$ cat config.mk
export PLATFORM = sky130hd
export DESIGN_NAME = spi_rom_reader_flat
export DESIGN_NICKNAME = d
export VERILOG_FILES = /design/src/rtl/spi_rom_reader_if.sv /design/src/rtl/spi_rom_reader.sv /design/src/flat_wrapper.sv
export SDC_FILE = /design/constraint.sdc
export NUM_CORES = 1
export LEC_CHECK = 0
export CAP_MARGIN = 0
export CORE_ASPECT_RATIO = 0.75
export CORE_UTILIZATION = 50
export CTS_BUF_LIST = sky130_fd_sc_hd__clkbuf_16
export CTS_CLUSTER_SIZE = 12
export DETAILED_ROUTE_END_ITERATION = 8
export PLACE_DENSITY = 0.82
export SYNTH_ARGS = -nofsm -noshare
export SYNTH_HDL_FRONTEND = slang
export SYNTH_SLANG_ARGS = --single-unit
$ cat constraint.sdc
create_clock -name clk_i -period 2.9 [get_ports clk_i]
set_input_delay 0.725 -clock clk_i [delete_from_list [all_inputs] [get_ports clk_i]]
set_output_delay 0.725 -clock clk_i [all_outputs]
set_load 0.03 [all_outputs]
$ cat src/rtl/spi_rom_reader_if.sv
// spi_rom_reader_if: request side and SPI_Master handshake bundle of spi_rom_reader
interface spi_rom_reader_if #(
    parameter int LEN_W = 8
);
    logic             rd_start_i;
    logic [23:0]      addr_i;
    logic [LEN_W-1:0] len_i;
    logic [7:0]       data_o;
    logic             data_valid_o;
    logic             busy_o;
    logic             done_o;
    logic             spi_ena_o;
    logic             spi_start_o;
    logic [7:0]       spi_tx_o;
    logic [7:0]       spi_rx_i;
    logic             spi_busy_i;
    logic             spi_irq_i;
    logic             spi_ack_o;
    logic             ss_n_o;

    modport slave (
        input  rd_start_i, addr_i, len_i, spi_rx_i, spi_busy_i, spi_irq_i,
        output data_o, data_valid_o, busy_o, done_o, spi_ena_o, spi_start_o,
               spi_tx_o, spi_ack_o, ss_n_o
    );

    modport master (
        output rd_start_i, addr_i, len_i, spi_rx_i, spi_busy_i, spi_irq_i,
        input  data_o, data_valid_o, busy_o, done_o, spi_ena_o, spi_start_o,
               spi_tx_o, spi_ack_o, ss_n_o
    );
endinterface

$ cat src/rtl/spi_rom_reader.sv
// spi_rom_reader: serial NOR flash read sequencer driving an SPI_Master byte engine
// Optional feature macro SPI_ROM_FAST_READ_EN: FAST READ (0x0B) with one dummy byte before data
module spi_rom_reader #(
    parameter int CLK_DIV = 4,
    parameter int LEN_W   = 8
) (
    input logic             clk_i,
    input logic             rst_n_i,
    spi_rom_reader_if.slave bus
);
`ifdef SPI_ROM_FAST_READ_EN
    localparam logic [7:0] CMD_BYTE = 8'h0B;
`else
    localparam logic [7:0] CMD_BYTE = 8'h03;
`endif
    localparam int CW = $clog2(CLK_DIV);

    typedef enum logic [3:0] {
        IDLE, SS_SETUP, CMD, ADDR2, ADDR1, ADDR0,
`ifdef SPI_ROM_FAST_READ_EN
        DUMMY,
`endif
        DATA, SS_HOLD
    } state_t;

    state_t           r_state;
    state_t           w_state_nx;
    logic             r_wait;
    logic             w_wait_nx;
    logic [CW-1:0]    r_cnt;
    logic [LEN_W-1:0] r_bytes;
    logic [23:0]      r_addr;
    logic [7:0]       r_data;
    logic             r_dv;
    logic             r_done;
    logic             r_busy;
    logic             r_ss_n;
    logic             w_ena;
    logic             w_slot;
    logic             w_start;
    logic             w_ack;
    logic             w_last;
    logic [7:0]       w_tx;

    assign w_ena  = r_cnt == CW'(CLK_DIV - 1);
    assign w_last = r_bytes == LEN_W'(1);

    // Half-SCK enable divider, realigned on every byte start so the first edge is CLK_DIV cycles later
    always_ff @(posedge clk_i or negedge rst_n_i) begin
        if (!rst_n_i) r_cnt <= '0;
        else          r_cnt <= (w_start || w_ena) ? '0 : r_cnt + CW'(1);
    end

    // State register; r_wait separates the issue phase from the wait-for-irq phase of a byte slot
    always_ff @(posedge clk_i or negedge rst_n_i) begin
        if (!rst_n_i) begin
            r_state <= IDLE;
            r_wait  <= 1'b0;
        end else begin
            r_state <= w_state_nx;
            r_wait  <= w_wait_nx;
        end
    end

    // Next state, byte-slot handshake and transmit byte selection
    always_comb begin
        w_state_nx = r_state;
        w_wait_nx  = r_wait;
        w_slot     = 1'b0;
        w_tx       = 8'h00;
        case (r_state)
            IDLE:     w_state_nx = bus.rd_start_i ? SS_SETUP : IDLE;
            SS_SETUP: w_state_nx = w_ena ? CMD : SS_SETUP;
            CMD:      begin w_slot = 1'b1; w_tx = CMD_BYTE;       end
            ADDR2:    begin w_slot = 1'b1; w_tx = r_addr[23:16];  end
            ADDR1:    begin w_slot = 1'b1; w_tx = r_addr[15:8];   end
            ADDR0:    begin w_slot = 1'b1; w_tx = r_addr[7:0];    end
`ifdef SPI_ROM_FAST_READ_EN
            DUMMY:    w_slot = 1'b1;
`endif
            DATA:     w_slot = 1'b1;
            SS_HOLD:  w_state_nx = w_ena ? IDLE : SS_HOLD;
            default:  w_state_nx = IDLE;
        endcase
        w_start = w_slot && !r_wait && !bus.spi_busy_i && !bus.spi_irq_i;
        w_ack   = w_slot && r_wait && bus.spi_irq_i;
        if (w_start) w_wait_nx = 1'b1;
        if (w_ack) begin
            w_wait_nx = 1'b0;
            case (r_state)
                CMD:     w_state_nx = ADDR2;
                ADDR2:   w_state_nx = ADDR1;
                ADDR1:   w_state_nx = ADDR0;
`ifdef SPI_ROM_FAST_READ_EN
                ADDR0:   w_state_nx = DUMMY;
                DUMMY:   w_state_nx = DATA;
`else
                ADDR0:   w_state_nx = DATA;
`endif
                default: w_state_nx = w_last ? SS_HOLD : DATA;
            endcase
        end
    end

    // Request capture, received-data register, byte counter and chip-select/busy/done flags
    always_ff @(posedge clk_i or negedge rst_n_i) begin
        if (!rst_n_i) begin
            r_addr  <= '0;
            r_bytes <= '0;
            r_data  <= '0;
            r_dv    <= 1'b0;
            r_done  <= 1'b0;
            r_busy  <= 1'b0;
            r_ss_n  <= 1'b1;
        end else begin
            r_dv   <= 1'b0;
            r_done <= 1'b0;
            if (r_state == IDLE && bus.rd_start_i) begin
                r_addr  <= bus.addr_i;
                r_bytes <= bus.len_i;
                r_busy  <= 1'b1;
                r_ss_n  <= 1'b0;
            end
            if (r_state == DATA && w_ack) begin
                r_data  <= bus.spi_rx_i;
                r_dv    <= 1'b1;
                r_bytes <= r_bytes - LEN_W'(1);
            end
            if (r_state == SS_HOLD && w_ena) begin
                r_done <= 1'b1;
                r_busy <= 1'b0;
                r_ss_n <= 1'b1;
            end
        end
    end

    assign bus.spi_ena_o    = w_ena;
    assign bus.spi_start_o  = w_start;
    assign bus.spi_ack_o    = w_ack;
    assign bus.spi_tx_o     = w_tx;
    assign bus.data_o       = r_data;
    assign bus.data_valid_o = r_dv;
    assign bus.busy_o       = r_busy;
    assign bus.done_o       = r_done;
    assign bus.ss_n_o       = r_ss_n;
endmodule

$ cat src/flat_wrapper.sv
// flat-port wrapper written by rule: the top's interface ports become plain ports
module spi_rom_reader_flat 
#(
    parameter int CLK_DIV = 4,
    parameter int LEN_W   = 8
)
  (clk_i, rst_n_i, bus_rd_start_i, bus_addr_i, bus_len_i, bus_spi_rx_i, bus_spi_busy_i, bus_spi_irq_i, bus_data_o, bus_data_valid_o, bus_busy_o, bus_done_o, bus_spi_ena_o, bus_spi_start_o, bus_spi_tx_o, bus_spi_ack_o, bus_ss_n_o);
  spi_rom_reader_if #(.LEN_W(LEN_W)) bus_i ();
  input logic clk_i;
  input logic rst_n_i;
  input wire logic [$bits(bus_i.rd_start_i)-1:0] bus_rd_start_i;
  input wire logic [$bits(bus_i.addr_i)-1:0] bus_addr_i;
  input wire logic [$bits(bus_i.len_i)-1:0] bus_len_i;
  input wire logic [$bits(bus_i.spi_rx_i)-1:0] bus_spi_rx_i;
  input wire logic [$bits(bus_i.spi_busy_i)-1:0] bus_spi_busy_i;
  input wire logic [$bits(bus_i.spi_irq_i)-1:0] bus_spi_irq_i;
  output wire logic [$bits(bus_i.data_o)-1:0] bus_data_o;
  output wire logic [$bits(bus_i.data_valid_o)-1:0] bus_data_valid_o;
  output wire logic [$bits(bus_i.busy_o)-1:0] bus_busy_o;
  output wire logic [$bits(bus_i.done_o)-1:0] bus_done_o;
  output wire logic [$bits(bus_i.spi_ena_o)-1:0] bus_spi_ena_o;
  output wire logic [$bits(bus_i.spi_start_o)-1:0] bus_spi_start_o;
  output wire logic [$bits(bus_i.spi_tx_o)-1:0] bus_spi_tx_o;
  output wire logic [$bits(bus_i.spi_ack_o)-1:0] bus_spi_ack_o;
  output wire logic [$bits(bus_i.ss_n_o)-1:0] bus_ss_n_o;
  assign bus_i.rd_start_i = bus_rd_start_i;
  assign bus_i.addr_i = bus_addr_i;
  assign bus_i.len_i = bus_len_i;
  assign bus_i.spi_rx_i = bus_spi_rx_i;
  assign bus_i.spi_busy_i = bus_spi_busy_i;
  assign bus_i.spi_irq_i = bus_spi_irq_i;
  assign bus_data_o = bus_i.data_o;
  assign bus_data_valid_o = bus_i.data_valid_o;
  assign bus_busy_o = bus_i.busy_o;
  assign bus_done_o = bus_i.done_o;
  assign bus_spi_ena_o = bus_i.spi_ena_o;
  assign bus_spi_start_o = bus_i.spi_start_o;
  assign bus_spi_tx_o = bus_i.spi_tx_o;
  assign bus_spi_ack_o = bus_i.spi_ack_o;
  assign bus_ss_n_o = bus_i.ss_n_o;
  spi_rom_reader #(.CLK_DIV(CLK_DIV), .LEN_W(LEN_W)) u_core (.clk_i(clk_i), .rst_n_i(rst_n_i), .bus(bus_i));
endmodule
Word level (Yosys, flattened, before mapping). Cells that the tools add are included.

Logic and storage cells: 59. Input port bits: 45. Flip-flop bits (word level): 51.

Reductions and logical operators: 17. Eq/ne operators: 10. Mux-type cells: 20. Add/sub/neg operators: 2.

Operators with widths (count): one-hot mux 4 bit (4 select lines) (2); one-hot mux 8 bit (4 select lines) (1); equality test 4 x 3 -> 1 bit (second input constant) (4); two-way mux 8 bit (2); two-way mux 1 bit (11); equality test 4 x 2 -> 1 bit (second input constant) (2); equality test 8 x 1 -> 1 bit (second input constant) (1); logical AND 1 bit (8); subtractor 8 x 1 -> 8 bit (second input constant) (1); nonzero test 2 bit (3); OR reduction 5 bit (1); equality test 4 x 1 -> 1 bit (second input constant) (1); zero test 4 bit (1); two-way mux 2 bit (2); two-way mux 4 bit (1); zero test 1 bit (3); two-way mux 3 bit (1); adder 2 x 1 -> 2 bit (second input constant) (1); equality test 2 bit (second input constant) (1); inequality test 2 x 1 -> 1 bit (second input constant) (1); logical OR 1 bit (1).

Logic depth before layout (Yosys ltp). Gate-level depths: netlist (run 1).

Depth after elaboration: 8. Depth in mapped cells: 7.

Worst setup path before layout (run 1). Ideal clock, no wire load.

Path type: register to output. Start point: reg u_core.r_state[1]. End point: out bus_spi_start_o. Required time: 2175 ps. Path slack: 248 ps. Buffers on the path: 1. Arrival time: 1927 ps. Stages on the path, launching flop included: 6. Path through: dfrtp_1 > buf_6 > inv_2 > ha_1 > a21oi_2 > nor4_1.

Cells in the longest elaborated chain, start to end: 6. Elaborated cells on any way between the ends: 10. Classes of those cells: eq/ne: 5; mux: 1; reduce/logical: 4.

RTL lines: start, declared (RTL line spi_rom_reader.sv:26) `state_t r_state;`; start signal, assigned (RTL line spi_rom_reader.sv:60) `r_state <= w_state_nx;`; equality test 4 x 2 -> 1 bit or equality test 4 x 3 -> 1 bit (tied branches) (RTL line spi_rom_reader.sv:71) `case (r_state)`; OR reduction 5 bit (no source line) (*); two-way mux 1 bit (*) (RTL line spi_rom_reader.sv:71); logical AND 1 bit (*) (3 in series) (RTL line spi_rom_reader.sv:85) `w_start = w_slot && !r_wait && !bus.spi_busy_i && !bus.spi_irq_i;`; end, declared (RTL line flat_wrapper.sv:22) `output wire logic [$bits(bus_i.spi_start_o)-1:0] bus_spi_start_o;`.

Every way passes the cells marked *; elsewhere a longest branch is shown, timed or not.

Worst setup path in the final report (run 1).
Start point: in bus_spi_irq_i. End point: out bus_spi_start_o.

Cells in the longest elaborated chain, start to end: 2.

RTL lines: start, declared (RTL line flat_wrapper.sv:16) `input wire logic [$bits(bus_i.spi_irq_i)-1:0] bus_spi_irq_i;`; zero test 1 bit (RTL line spi_rom_reader.sv:85); logical AND 1 bit (RTL line spi_rom_reader.sv:85).

No other way between the ends.

==> results.cfg, run 1 <==
[yosys]
netlist_top_cells_area = dfrtp_1 (49%), nand2_1 (17%), buf_6 (3.6%)
netlist_instances = 279
synth_edf_count = 0
ys_async_sr_fraction_pct = 100
synth_nets = 328
netlist_area_sq_um = 2510
synth_top_area_share_pct = 48.9
syn_avg_cell_area_sq_um = 8.99
synth-seq-cells = 50
ys_warn_count = 0
synth-seq-area-share_pct = 49.9
yosysUniqueCellTypes = 42
ys.flop_type = dfrtp_1
synth_area_leader_cell = dfrtp_1

[cells_and_area]
multi_input_area_sq_um = 1100
drive_gt1_share_pct = 12.6
regArea_sq_um = 1250
syn2layout_area_growth_pct = 32.9
nets = 397
num_antenna_cells = 0
nFillCells = 368

[worst_setup_path]
worstPathRequired_ps = 2170
arrival_ps = 1910
path_class = primary input to output port
critPathLaunchType = primary input
cp-end-kind = output port
crit_start = bus_spi_irq_i
r2r_start = u_core.r_state[0]
cp_max_fo = 4

[sta]
slew_headroom_pct = 66.3
rsz0062_at_grt = no
fin_skew_ps = 5.80
finalSetupViolCount = 0
finalWorstSetupSlack_ps = 264
max_slew.worst_pin.slew_ps = 501
max_freq_mhz = 379
hold_viol_final = 0
fin_setup_tns_ps = 0
layout_worst_path_cycle_share_pct = 90.9
finalMaxSlewViolations = 0
layout_min_cycle_time_ps = 2640

[floorplan]
initial_core_util_pct = 54.2
die_w_um = 83.8
ioPinCount = 68
dieArea_sq_um = 5310
die_y_um = 63.3
coreArea_sq_um = 4620
rows = 21

[pwr]
ir_drop_mv = 0.446
p_leak_nw = 1.60
p_per_area_nw_per_um2 = 875

[clock_network]
cts-root-buf = clkbuf_16
htree_levels = 2
cts_num_sinks = 50
cts_buffer_depth = 2
clk_latency_ps = 290
cts_tree = done
cts_buffers = 5
cts_setup_buffers = 0
path_clk_slew_ps = 60

[placement]
routabilityCongestion = 0.842
dpl.hpwl_mm = 4.15
io_buffers = 67
dp_slack_ps = 267

[detailed_routing]
drtIter0Drc = 123
drc = 0
vias = 2206
wl_per_cell_um = 14.2
drt_first_pass_iters = 4
antenna_left = 0
via_per_inst = 5.43
routed_wl_mm = 5.78

[global_route]
grt_pass1_wl_mm = 10.2
grtUsageTotal_pct = 24.1
grt_pass1_vias = 2209
antenna_found_initial = 0
grt.overflow.total = 0
grt_max_degree = 26

[min_path]
hold_path_class = primary input to asynchronous set/reset pin

[outcome]
status = finished clean

[run]
cap_viol_max_count = 0
==> synthesized netlist by cell type (3+ instances only) <==
| cell | number |
|---|---|
| buf_2 | 4 |
| dfrtp_1 | 49 |
| nand2_1 | 111 |
| nand3_1 | 4 |
| a22oi_1 | 6 |
| nand4_1 | 5 |
| a21oi_1 | 8 |
| mux2_2 | 8 |
| ha_1 | 4 |
| nor4_1 | 3 |
| o22ai_1 | 3 |
| nor3_1 | 3 |
| inv_1 | 6 |
| a2bb2oi_1 | 3 |
| nor2_1 | 16 |
| o21ai_0 | 7 |
| buf_6 | 8 |
==> routing by layer <==
layer	up-vias	track usage (%)	share of wire, %
met5	-	0	0
met4	0	5.51	0.83
met3	7	6.16	6.6
met2	84	39.7	48
met1	1040	32.3	45
li1	1075	-	-
==> registers in the layout, summed over array words and instances, names as in the netlist, 2 cells and up <==
name,flops
u_core.bus.data_o,8
u_core.r_addr,24
u_core.r_bytes,8
u_core.r_cnt,2
u_core.r_state,3
==> worst max-delay path: stages <==
cell             delay [ps]
clkdlybuf4s50_1         460
nor4_1                  480
buf_4                   250
==> per-stage QoR <==
stage          power, mW  utilization [%]  std cells  hold WS (ps)  cell area, sq um
2_1_floorplan       1.96                -        279           419              2510
3_3_place_gp        2.23             68.5        398           434              3170
3_5_place_dp        2.27             68.5        398           443              3170
4_1_cts             2.93             72.1        406           360              3330
5_1_grt             3.13             72.1        406           378              3330
6_report            2.92             72.1        406           355              3330
==> logic make-up (layout without fill, tap and decap cells) <==
group                    after synthesis  after routing  share of synthesized area, %
AO/OA/AOI/OAI                         42             42                          11.7
buffers and inverters                 23             93                          6.33
adder cells (fa/ha/maj)                4              4                          2.00
multiplexers                           8              8                          3.59
AND/OR/NAND/NOR                      152            152                          26.5
flip-flops                            50             50                          49.9
==> worst paths after layout <==
check / end / slack, ps / depth (start not counted)
worst max register to register: u_core.r_bytes[6] / 1120 / 6
worst min register to register: u_core.r_cnt[0] / 460 / 1
worst max-delay path: bus_spi_start_o / 260 / 3
min in group clk_i: u_core.r_cnt[0] / 460 / 1
max in group asynchronous: u_core.bus.ss_n_o / 1880 / 2
worst min-delay path: u_core.r_addr[2] / 350 / 1
==> power breakdown <==
group	total (mW)	switching [mW]	internal, mW
Sequential	1.15	0.181	0.969
Clock	0.645	0.244	0.401
Combinational	1.12	0.627	0.497
Total	2.92	1.05	1.87
==> cells in the final DEF, fill, tap and decap left out, types with 2 or more instances in the layout <==
cell type,count
o22ai_1,3
a21oi_1,8
clkdlybuf4s50_1,56
nor3_1,3
inv_2,2
inv_1,7
nor2_1,16
nand4_1,5
clkbuf_16,5
buf_4,19
a2bb2oi_1,3
nand3_1,4
o21ai_0,7
o22a_1,2
a21oi_2,2
a22oi_1,6
mux2_2,8
dfrtp_1,49
nor4_1,3
nor2b_1,2
ha_1,4
o221a_1,2
nand2_1,111
==> area by class of cell <==
type	count	area share, %
flip-flops and latches	50	37.6
multi-input cells	206	32.9
repair buffers	77	21.6
inverters	8	0.901
clock buffers	5	3.75
clock inverters	3	1.13
well taps	57	2.14
==> repair_timing <==
action / in CTS / in global routing
gates resized for setup: 0 / 1
setup endpoints to repair: 0 / 1
hold buffers: 0 / 0
Power figures use the tool's default switching activity.
==> run 2, diff against run 1 <==
--- a/config.mk
+++ b/config.mk
@@ -9,9 +9,9 @@
 export CORE_ASPECT_RATIO = 0.75
 export CORE_UTILIZATION = 50
 export CTS_BUF_LIST = sky130_fd_sc_hd__clkbuf_16
-export CTS_CLUSTER_SIZE = 12
 export DETAILED_ROUTE_END_ITERATION = 8
 export PLACE_DENSITY = 0.82
 export SYNTH_ARGS = -nofsm -noshare
 export SYNTH_HDL_FRONTEND = slang
 export SYNTH_SLANG_ARGS = --single-unit
+export TNS_END_PERCENT = 10
==> results of run 2 <==
Same layout as run 1: the final DEF is identical, and so are final timing and power.
